[src/rtl/adc_scan_scheduler.sv]
// Round-robin ADC channel sequencer: drives the AVR channel request, drops settling
// samples, captures one tagged sample per channel and offers it on a valid/ready port.
module adc_scan_scheduler #(
   parameter int DISCARD  = 1,
   parameter int TIMEOUT  = 50000,
   parameter int SAMPLE_W = 10
) (
   input  logic                clk,
   input  logic                rst,
   input  logic                enable,
   input  logic [15:0]         channel_mask,
   output logic [3:0]          spi_channel,
   input  logic                new_sample,
   input  logic [SAMPLE_W-1:0] sample,
   input  logic [3:0]          sample_channel,
   output logic                result_valid,
   input  logic                result_ready,
   output logic [SAMPLE_W-1:0] result_data,
   output logic [3:0]          result_channel,
   output logic                timeout,
   output logic                busy
);

   localparam int DCW = (DISCARD < 1) ? 1 : $clog2(DISCARD + 1);
   localparam int TCW = (TIMEOUT < 2) ? 1 : $clog2(TIMEOUT);
   localparam logic [DCW-1:0] DISC_LOAD = DCW'(DISCARD);
   localparam logic [TCW-1:0] TMO_LOAD  = TCW'(TIMEOUT - 1);
   localparam logic [3:0]     NO_CH     = 4'hF;

   typedef enum logic [2:0] {
      S_IDLE,
      S_SELECT,
      S_DISCARD,
      S_WAIT,
      S_PRESENT
   } state_t;

   state_t                state_q, state_d;
   logic [3:0]            ptr_q, ptr_d;
   logic [DCW-1:0]        disc_cnt_q, disc_cnt_d;
   logic [TCW-1:0]        tmo_cnt_q, tmo_cnt_d;
   logic [3:0]            spi_channel_q, spi_channel_d;
   logic                  result_valid_q, result_valid_d;
   logic [SAMPLE_W-1:0]   result_data_q, result_data_d;
   logic [3:0]            result_channel_q, result_channel_d;
   logic                  timeout_q, timeout_d;
   logic                  busy_q, busy_d;

   logic                  match;
   logic                  mask_any;
   logic                  expired;
   logic [3:0]            next_ch;
   logic [TCW-1:0]        tmo_dec;

   // Channel 15 is the "no sampling" code, so it is never part of the scan set.
   function automatic logic any_channel(input logic [15:0] mask);
      return |(mask & 16'h7FFF);
   endfunction

   function automatic logic [3:0] next_channel(input logic [3:0] ptr, input logic [15:0] mask);
      logic [15:0] m;
      logic [3:0]  c;
      logic [3:0]  pick;
      logic        found;
      m     = mask & 16'h7FFF;
      pick  = NO_CH;
      found = 1'b0;
      c     = (ptr >= 4'd14) ? 4'd0 : ptr + 4'd1;
      // Visiting the pointer channel last lets a lone enabled channel be reselected.
      for (int i = 0; i < 15; i++) begin
         if (!found && m[c]) begin
            pick  = c;
            found = 1'b1;
         end
         c = (c == 4'd14) ? 4'd0 : c + 4'd1;
      end
      return pick;
   endfunction

   always_comb begin
      state_d          = state_q;
      ptr_d            = ptr_q;
      disc_cnt_d       = disc_cnt_q;
      tmo_cnt_d        = tmo_cnt_q;
      spi_channel_d    = spi_channel_q;
      result_valid_d   = result_valid_q;
      result_data_d    = result_data_q;
      result_channel_d = result_channel_q;
      timeout_d        = 1'b0;

      match    = new_sample && (sample_channel == spi_channel_q);
      mask_any = any_channel(channel_mask);
      next_ch  = next_channel(ptr_q, channel_mask);
      expired  = (tmo_cnt_q == '0);
      tmo_dec  = expired ? '0 : tmo_cnt_q - TCW'(1);

      case (state_q)
         S_IDLE: begin
            spi_channel_d = NO_CH;
            if (enable && mask_any) state_d = S_SELECT;
         end
         S_SELECT: begin
            if (!enable || !mask_any) begin
               state_d       = S_IDLE;
               spi_channel_d = NO_CH;
            end else begin
               spi_channel_d = next_ch;
               ptr_d         = next_ch;
               disc_cnt_d    = DISC_LOAD;
               tmo_cnt_d     = TMO_LOAD;
               state_d       = (DISCARD == 0) ? S_WAIT : S_DISCARD;
            end
         end
         S_DISCARD: begin
            if (!enable) begin
               state_d       = S_IDLE;
               spi_channel_d = NO_CH;
            end else begin
               tmo_cnt_d = tmo_dec;
               if (match) begin
                  disc_cnt_d = disc_cnt_q - DCW'(1);
                  if (disc_cnt_q == DCW'(1)) state_d = S_WAIT;
               end else if (expired) begin
                  timeout_d = 1'b1;
                  state_d   = S_SELECT;
               end
            end
         end
         S_WAIT: begin
            if (!enable) begin
               state_d       = S_IDLE;
               spi_channel_d = NO_CH;
            end else if (match) begin
               result_data_d    = sample;
               result_channel_d = sample_channel;
               result_valid_d   = 1'b1;
               state_d          = S_PRESENT;
            end else if (expired) begin
               timeout_d = 1'b1;
               state_d   = S_SELECT;
            end else begin
               tmo_cnt_d = tmo_dec;
            end
         end
         S_PRESENT: begin
            // spi_channel is left alone here so a stalled consumer also stalls the scan.
            if (result_valid_q && result_ready) begin
               result_valid_d = 1'b0;
               if (enable) begin
                  state_d = S_SELECT;
               end else begin
                  state_d       = S_IDLE;
                  spi_channel_d = NO_CH;
               end
            end
         end
         default: begin
            state_d       = S_IDLE;
            spi_channel_d = NO_CH;
         end
      endcase

      busy_d = (state_d != S_IDLE);
   end

   always_ff @(posedge clk) begin
      if (rst) begin
         state_q          <= S_IDLE;
         ptr_q            <= NO_CH;
         disc_cnt_q       <= '0;
         tmo_cnt_q        <= '0;
         spi_channel_q    <= NO_CH;
         result_valid_q   <= 1'b0;
         result_data_q    <= '0;
         result_channel_q <= '0;
         timeout_q        <= 1'b0;
         busy_q           <= 1'b0;
      end else begin
         state_q          <= state_d;
         ptr_q            <= ptr_d;
         disc_cnt_q       <= disc_cnt_d;
         tmo_cnt_q        <= tmo_cnt_d;
         spi_channel_q    <= spi_channel_d;
         result_valid_q   <= result_valid_d;
         result_data_q    <= result_data_d;
         result_channel_q <= result_channel_d;
         timeout_q        <= timeout_d;
         busy_q           <= busy_d;
      end
   end

   assign spi_channel    = spi_channel_q;
   assign result_valid   = result_valid_q;
   assign result_data    = result_data_q;
   assign result_channel = result_channel_q;
   assign timeout        = timeout_q;
   assign busy           = busy_q;

endmodule

[config.mk]
export PLATFORM = sky130hd
export DESIGN_NAME = adc_scan_scheduler
export DESIGN_NICKNAME = d
export VERILOG_FILES = /design/src/rtl/adc_scan_scheduler.sv
export SDC_FILE = /design/constraint.sdc
export NUM_CORES = 1
export LEC_CHECK = 0
export BUFFER_PORTS_ARGS = -buffer_cell sky130_fd_sc_hd__buf_4
export CORE_ASPECT_RATIO = 0.6
export CORE_MARGIN = 1.5
export CORE_UTILIZATION = 57
export CTS_CLUSTER_DIAMETER = 150
export DETAILED_ROUTE_END_ITERATION = 10
export PLACE_DENSITY = 0.8
export SYNTH_ARGS = -nofsm -noshare
export SYNTH_HDL_FRONTEND = slang
export SYNTH_SLANG_ARGS = --single-unit
[constraint.sdc]
create_clock -name clk -period 12 [get_ports clk]
set_input_delay 0.6 -clock clk [delete_from_list [all_inputs] [get_ports clk]]
set_output_delay 0.6 -clock clk [all_outputs]
set_load 0.02 [all_outputs]
# Yosys cells after proc, flatten, opt, wreduce, memory -nomap -nowiden
# Cells that the tools add are included.
# W data, S select, Z words.
# word_totals
output_inout_bits,21
input_bits,35
register_bits,45
elab_cells,226
# classes
order_cmp,16
reduce_logical,48
bitwise_logic,3
n_eq_ne,27
add_sub_neg,17
n_mux,105
# ops
operator,count
$mux W4,33
$mux W16,6
$lt A4 B5 Y1 const B,15
$add A4 B1 Y4 const B,15
$bmux W1 S4,15
$eq A4 B4 Y1 const B,14
$pmux W16 S3,1
$mux W1,37
$mux W3,8
$logic_and A1 B1 Y1,17
$logic_not A1 Y1,16
$logic_not A16 Y1,1
$ne A2 B2 Y1 const B,8
$sub A16 B1 Y16 const B,1
$pmux W3 S5,1
$reduce_or A15 Y1,1
$pmux W4 S3,1
$reduce_and A4 Y1,2
$eq A3 B2 Y1 const B,2
$reduce_and A6 Y1,1
$reduce_bool A3 Y1,2
$eq A4 B4 Y1,1
$ge A4 B4 Y1 const B,1
$pmux W1 S2,2
other kinds (12),15

# Depth between registers and ports, before layout
# Gate-level depths: netlist of the first run.
# depth
word_depth,49
mapped_depth,60
depth_no_buf,52

# Worst setup path after synthesis of the first run
# Ideal clock, no wire load.
# synth_timing
path_kind,register to register
start,register ptr_q[0]
end,register spi_channel_q[1] (netlist: spi_channel[1])
synth_period_minus_slack_ps,11902
path_stages_with_launch,55
slack_ps,98
setup_time_ps,122
required_ps,11878
arrival_time_ps,11780
n_path_buf,10
cell_sequence,dfxtp_1 -> buf_2 -> inv_1 -> ha_1 -> o211ai_1 -> clkbuf_1 -> nand2_1 -> nor2_1 -> nor2_1 -> ha_1 -> buf_2 -> inv_1 -> nor2_1 -> ha_1 -> clkbuf_1 -> xor2_1 -> or2_2 -> o211ai_1 -> (+19 left out) -> and2_1 -> ha_1 -> inv_1 -> nor2_1 -> ha_1 -> clkbuf_1 -> and2_1 -> ha_1 -> o21ai_2 -> inv_1 -> ha_1 -> inv_1 -> a32o_1 -> a2111oi_2 -> a31oi_1 -> a211oi_2 -> a221oi_1 -> o32a_1
# synth_via
elab_chain_cells,49
elab_cells_between_ends,134
cone_classes,add/sub (15); order compare (1); eq/ne (14); mux (76); reduce/logical (28)
# synth_rtl
item,line_no,rtl
from (decl),39,"logic [3:0] ptr_q, ptr_d;"
from (signal assigned),180,ptr_q <= ptr_d;
$add A4 B1 Y4 or $ge A4 B4 Y1 (tied branches),68,c = (ptr >= 4'd14) ? 4'd0 : ptr + 4'd1;
$mux W4 (*),68,
branches (longest 44 deep; another with $add A4 B1 Y4),--,
$mux W4 (*),71,if (!found && m[c]) begin
$mux W4 (*),103,if (!enable || !mask_any) begin
$pmux W4 S3 (*),97,case (state_q)
to (signal assigned),183,spi_channel_q <= spi_channel_d;
to (decl),42,"logic [3:0] spi_channel_q, spi_channel_d;"
# Every way passes the cells marked *. The select of a mux whose other input is x is not followed.
# A chain may end at the register's enable or synchronous reset.

# Worst setup path after layout of the first run
# Ends and elaborated chain as after synthesis.

==> impl_metrics.toml, run 1 <==
[run_status]
status = "finished clean"

[critical_path]
path_class = "flop to flop"
r2r-end = "spi_channel[1]$_SDFFE_PP1P_"
startpoint_type = "flop"
reg2reg_from = "ptr_q[0]$_SDFFE_PP1P_"
reg2reg_depth = 45
crit_start = "ptr_q[0]$_SDFFE_PP1P_"
cp_slowest_stage_delay_ps = 530
cp_data_arrival_time_ps = 11580
cp_max_fo = 20
cp_slowest_cell = "or4_4"
required_ps = 12230
cp-end-kind = "flop"
worstSetupEndpoint = "spi_channel[1]$_SDFFE_PP1P_"
r2r_slack_ps = 650

[clock_network]
path_clk_slew_ps = 60
cts_sinks = 45
cts_tree = "yes"
clock_latency_ps = 280
ctsRootBufferMaster = "clkbuf_16"
cts_buffers = 5
clockBufferDepth = 2
htree_levels = 2
hold_buffers = 0

[sta]
timing_hold_violations_final = 0
relSlewSlack_pct = 32.04
fmax_mhz = 88.13
fin_crit_ps = 11350
worst_pin_slew_ps = 1010
hold_slack_ps = 453.0
period_share_pct = 94.56
drv_slew = 0
clock_skew_ps = 6.419
setup-violations-final = 0
layout_setup_ws_ps = 652.6

[floorplanning]
coreArea_mm2 = 0.01285
rows = 32
io_pins = 56
die_x_um = 151.3
dieArea_mm2 = 0.01391
start_util_pct = 58.51
fp.dieH_um = 91.97

[detailed_routing]
wl_per_cell_um = 21.33
routed_via_density = 7.192
ant_nets = 0
drc_errors = 0
vias = 9335
drt_first_iter_violations = 1373
routed_wl_um = 27680
dr.pass1.iters = 6

[layout]
nets = 1186
syn2layout_area_growth_pct = 11.25
final_cell_mix = "137 x nand2_1, 96 x buf_4, 90 x a21oi_1, 77 x nor2_1, 53 x o21ai_0"
stdcell_area_mm2 = 0.008366
final_cells = 1298
final_common_cell = "nand2_1"
layout-drive-gt1-share_pct = 17.02
antenna_cells = 0

[logic_synthesis]
synth-edff-count = 0
netlist_instances = 1096
avgSynthCellArea_um2 = 6.861
syn_area_mm2 = 0.007520
yosysSeqAreaShare_pct = 11.98
synth.net_count = 1155
synth_top_cell_by_area = "dfxtp_1"
ys.flop_type = "dfxtp_1"
synth_area_leaders = "dfxtp_1 12%, nand2_1 6.9%, a21oi_1 6.0%, ha_1 4.0%, nor2_1 3.9%"
ys_types = 112
ys_ff_latch = 45
synth_top_area_share_pct = 11.98
ys_warn_count = 0
async_flop_share_pct = 0

[grt]
grt_max_degree = 39
track_usage_pct = 38.70
grt_overflow = 0
antenna_found_initial = 0
grt_pass1_wl_um = 42790
grt_pass1_vias = 8010

[place]
hpwl_um = 20200
place_ws_ps = 168.2
dp_cells = 1289
place_congestion = 1.075
io_buffers = 54
postPlaceCellArea_mm2 = 0.008115

[flow_run]
drv_cap = 0

[hold_path]
hold_path.class = "flop to flop"
==> worst min-delay path by stage <==
| stage | from | endpoint | slack, ps | cells after the start |
|---|---|---|---|---|
| after global routing | result_data[0]$_SDFFE_PP0P_ | result_data[0]$_SDFFE_PP0P_ | 470 | 2 |
| after CTS | result_channel[0]$_SDFFE_PP0P_ | result_channel[0]$_SDFFE_PP0P_ | 460 | 2 |
| after floorplan | disc_cnt_q$_SDFFE_PP0P_ | disc_cnt_q$_SDFFE_PP0P_ | 440 | 1 |
| after detailed placement | result_channel[0]$_SDFFE_PP0P_ | result_channel[0]$_SDFFE_PP0P_ | 450 | 2 |
| final | result_channel[0]$_SDFFE_PP0P_ | result_channel[0]$_SDFFE_PP0P_ | 450 | 2 |
| after global placement | result_data[8]$_SDFFE_PP0P_ | result_data[8]$_SDFFE_PP0P_ | 440 | 2 |
==> per-layer routing <==
layer	wire (um)	GRT usage (%)	vias to the layer above
met5	0	0.3846	-
met4	957	10.19	0
met3	4165	13.88	108
met2	10700	51.93	743
met1	11860	56.90	4191
li1	-	-	4293
==> cell families (layout without fill, tap and decap cells) <==
logic type / Yosys count / count (layout) / share of synthesized area, %
AND/OR/NAND/NOR: 429 / 429 / 28.40
AO/OA/AOI/OAI: 417 / 417 / 40.13
buffers and inverters: 124 / 156 / 7.022
flip-flops: 45 / 45 / 11.98
multiplexers: 40 / 40 / 6.040
adder cells (fa/ha/maj): 24 / 24 / 3.993
XOR/XNOR: 17 / 17 / 2.429
==> Yosys cell counts, types with 24 or more instances <==
cell / count
a21oi_1: 90
clkbuf_1: 45
dfxtp_1: 45
ha_1: 24
inv_1: 46
mux2i_1: 29
nand2_1: 138
nand3_1: 38
nor2_1: 78
nor3_1: 47
o21ai_0: 53
==> final cells by class <==
| type | instances | area [um2] |
|---|---|---|
| multi-input combinational | 927 | 6183 |
| fill | 1157 | 4487 |
| sequential | 45 | 907.1 |
| timing repair buffer | 96 | 720.7 |
| tap | 170 | 212.7 |
| inverter | 52 | 197.7 |
| clock buffer | 6 | 128.9 |
| clock inverter | 2 | 15.01 |
==> flip-flops by register name, indices dropped and copies added, names as in the netlist, 3 cells and up <==
signal          flops
spi_channel         4
state_q             3
result_data        10
tmo_cnt_q          16
ptr_q               4
result_channel      4
==> through the flow <==
stage                     TNS, ps  utilization [%]
after floorplan                 0                -
after global placement          0            63.14
after detailed placement        0            63.14
after CTS                       0            64.26
after global routing      -0.1243            65.09
final                           0            65.09
==> repair_timing <==
item                       in CTS  in global routing
gates resized for setup         0                 24
setup buffers                   0                  1
setup endpoints to repair       0                  8
==> critical path: cells and delay by family, from the launching register on <==
kind / cells / cell delay (ps)
AO/OA/AOI/OAI: 12 / 2790
adder cells (fa/ha/maj): 9 / 3110
buffers and inverters: 11 / 1460
flip-flops: 1 / 470
AND/OR/NAND/NOR: 13 / 3430
Power of run 1 is left out: the tool's default activity adds up to more than one toggle a clock period on the data nets, which glitch-free logic cannot reach.
==> inputs of run 2 (changes only) <==
==> constraint.sdc (replaced) <==
create_clock -name clk -period 12 [get_ports clk]
set_input_delay 1.8 -clock clk [delete_from_list [all_inputs] [get_ports clk]]
set_output_delay 1.8 -clock clk [all_outputs]
set_load 0.02 [all_outputs]
==> run 2 against run 1 <==
Register-to-register slack lost 180 ps; first-iteration DRC count grew 15%; highest routed layer unchanged; sequential cell count is the same; final area grew 0.58%.
==> impl_metrics.toml, run 2 (synthesis results as in run 1) <==
[run_status]
status = "finished clean"

[sta]
relSlewSlack_pct = 20.84
setup-violations-final = 0
period_share_pct = 96.04
timing_hold_violations_final = 0
worst_pin_slew_ps = 1187
drv_slew = 0
clock_skew_ps = 7.452
fmax_mhz = 86.77
fin_crit_ps = 11520

[detailed_routing]
top_layer_used = "met4"
wl_per_cell_um = 22.10
routed_via_density = 7.358
wl_met1_um = 12200
dr.pass1.iters = 7
routed_wl_um = 28640
drc_errors = 0
ant_nets = 0
route.met3.wl_um = 4562
drt_first_iter_violations = 1585
wl_met2_um = 10880
vias = 9536

[critical_path]
reg2reg_from = "ptr_q[0]$_SDFFE_PP1P_"
crit_path_frequent_cell = "ha_1"
cp_slowest_stage_delay_ps = 530
cp_max_fo = 14
cp_data_arrival_time_ps = 11690
path_class = "flop to flop"
startpoint_type = "flop"
crit_start = "ptr_q[0]$_SDFFE_PP1P_"
cp-end-kind = "flop"
cp_slowest_cell = "or4_4"
required_ps = 12170

[hold_path]
hold_path.class = "flop to flop"
worstHoldStart = "result_data[2]$_SDFFE_PP0P_"

[layout]
final_cells = 1296
final_cell_mix = "137 x nand2_1, 94 x buf_4, 90 x a21oi_1, 75 x nor2_1, 53 x o21ai_0"
regMostFlops = "tmo_cnt_q"
antenna_cells = 0
layout-drive-gt1-share_pct = 17.67
syn2layout_area_growth_pct = 11.90
largest_reg_flops = 16
nets = 1184
utilization_pct = 65.47
final_common_cell = "nand2_1"

[place]
place_congestion = 1.037
hpwl_um = 20650
dp_cells = 1287
io_buffers = 54

[floorplanning]
die_x_um = 151.3
start_util_pct = 58.51
dieArea_mm2 = 0.01391
io_pins = 56
coreArea_mm2 = 0.01285
rows = 32
fp.dieH_um = 91.97

[clock_network]
cts_sinks = 45
path_clk_slew_ps = 60
ctsRootBufferMaster = "clkbuf_16"
clockBufferDepth = 2
clock_latency_ps = 290
cts_tree = "yes"
hold_buffers = 0
htree_levels = 2
cts_buffers = 5

[grt]
grt_pass1_wl_um = 44700
grt_pass1_vias = 8311
grt_max_degree = 39
antenna_found_initial = 0
track_usage_pct = 40.46
grt_overflow = 0

[flow_run]
drv_cap = 0
==> run 2: cell types whose count changed in the layout (fill, tap and decap cells not counted), moves of 2 or more <==
cell	change
nor3_2	+2
clkinvlp_4	-2
nor2_2	+2
nor3_1	-2
buf_4	-2
nor2_1	-2
==> run 2: what timing repair did <==
action	in CTS	in global routing
endpoints found under the setup margin	0	8
resized for setup	0	33
setup buffers	0	1
==> run 2: critical path, delay by kind of cell, from the launching register on <==
family	cells	cell delay, ps
AO/OA/AOI/OAI	11	2490
adder cells (fa/ha/maj)	11	3620
buffers and inverters	12	1680
flip-flops	1	380
multiplexers	1	260
AND/OR/NAND/NOR	14	2940
==> run 2: final cells by class <==
| class | count | area (um2) |
|---|---|---|
| inverter | 52 | 197.7 |
| clock inverter | 2 | 38.79 |
| multi-input combinational | 927 | 6226 |
| fill | 1173 | 4438 |
| timing repair buffer | 94 | 705.7 |
| clock buffer | 6 | 128.9 |
| tap | 170 | 212.7 |
| sequential | 45 | 904.6 |
==> run 2: stage by stage <==
step | TNS, ps | setup WS (ps) | hold WS (ps) | cell area (um2)
floorplan | 0 | 98.34 | 436.6 | 7520
global placement | 0 | 457.3 | 443.9 | 8100
finish | 0 | 475.4 | 454.3 | 8414
detailed placement | 0 | 210.3 | 446.9 | 8100
CTS | 0 | 164.3 | 455.1 | 8268
global route | -22.56 | -22.08 | 483.3 | 8414
==> run 2: final timing paths <==
| path | endpoint | slack (ps) | cells past startpoint |
|---|---|---|---|
| worst max register to register | spi_channel[1]$_SDFFE_PP1P_ | 480 | 49 |
| worst min-delay path | result_data[2]$_SDFFE_PP0P_ | 450 | 2 |
| worst max-delay path | spi_channel[1]$_SDFFE_PP1P_ | 480 | 49 |
| worst min register to register | result_data[2]$_SDFFE_PP0P_ | 450 | 2 |
==> run 2: routing by layer <==
| layer | vias up | GRT usage [%] |
|---|---|---|
| li1 | 4280 | - |
| met3 | 121 | 12.64 |
| met4 | 0 | 11.73 |
| met5 | - | 0 |
| met2 | 811 | 54.96 |
| met1 | 4324 | 59.71 |
Power of run 2 is left out for the same reason.
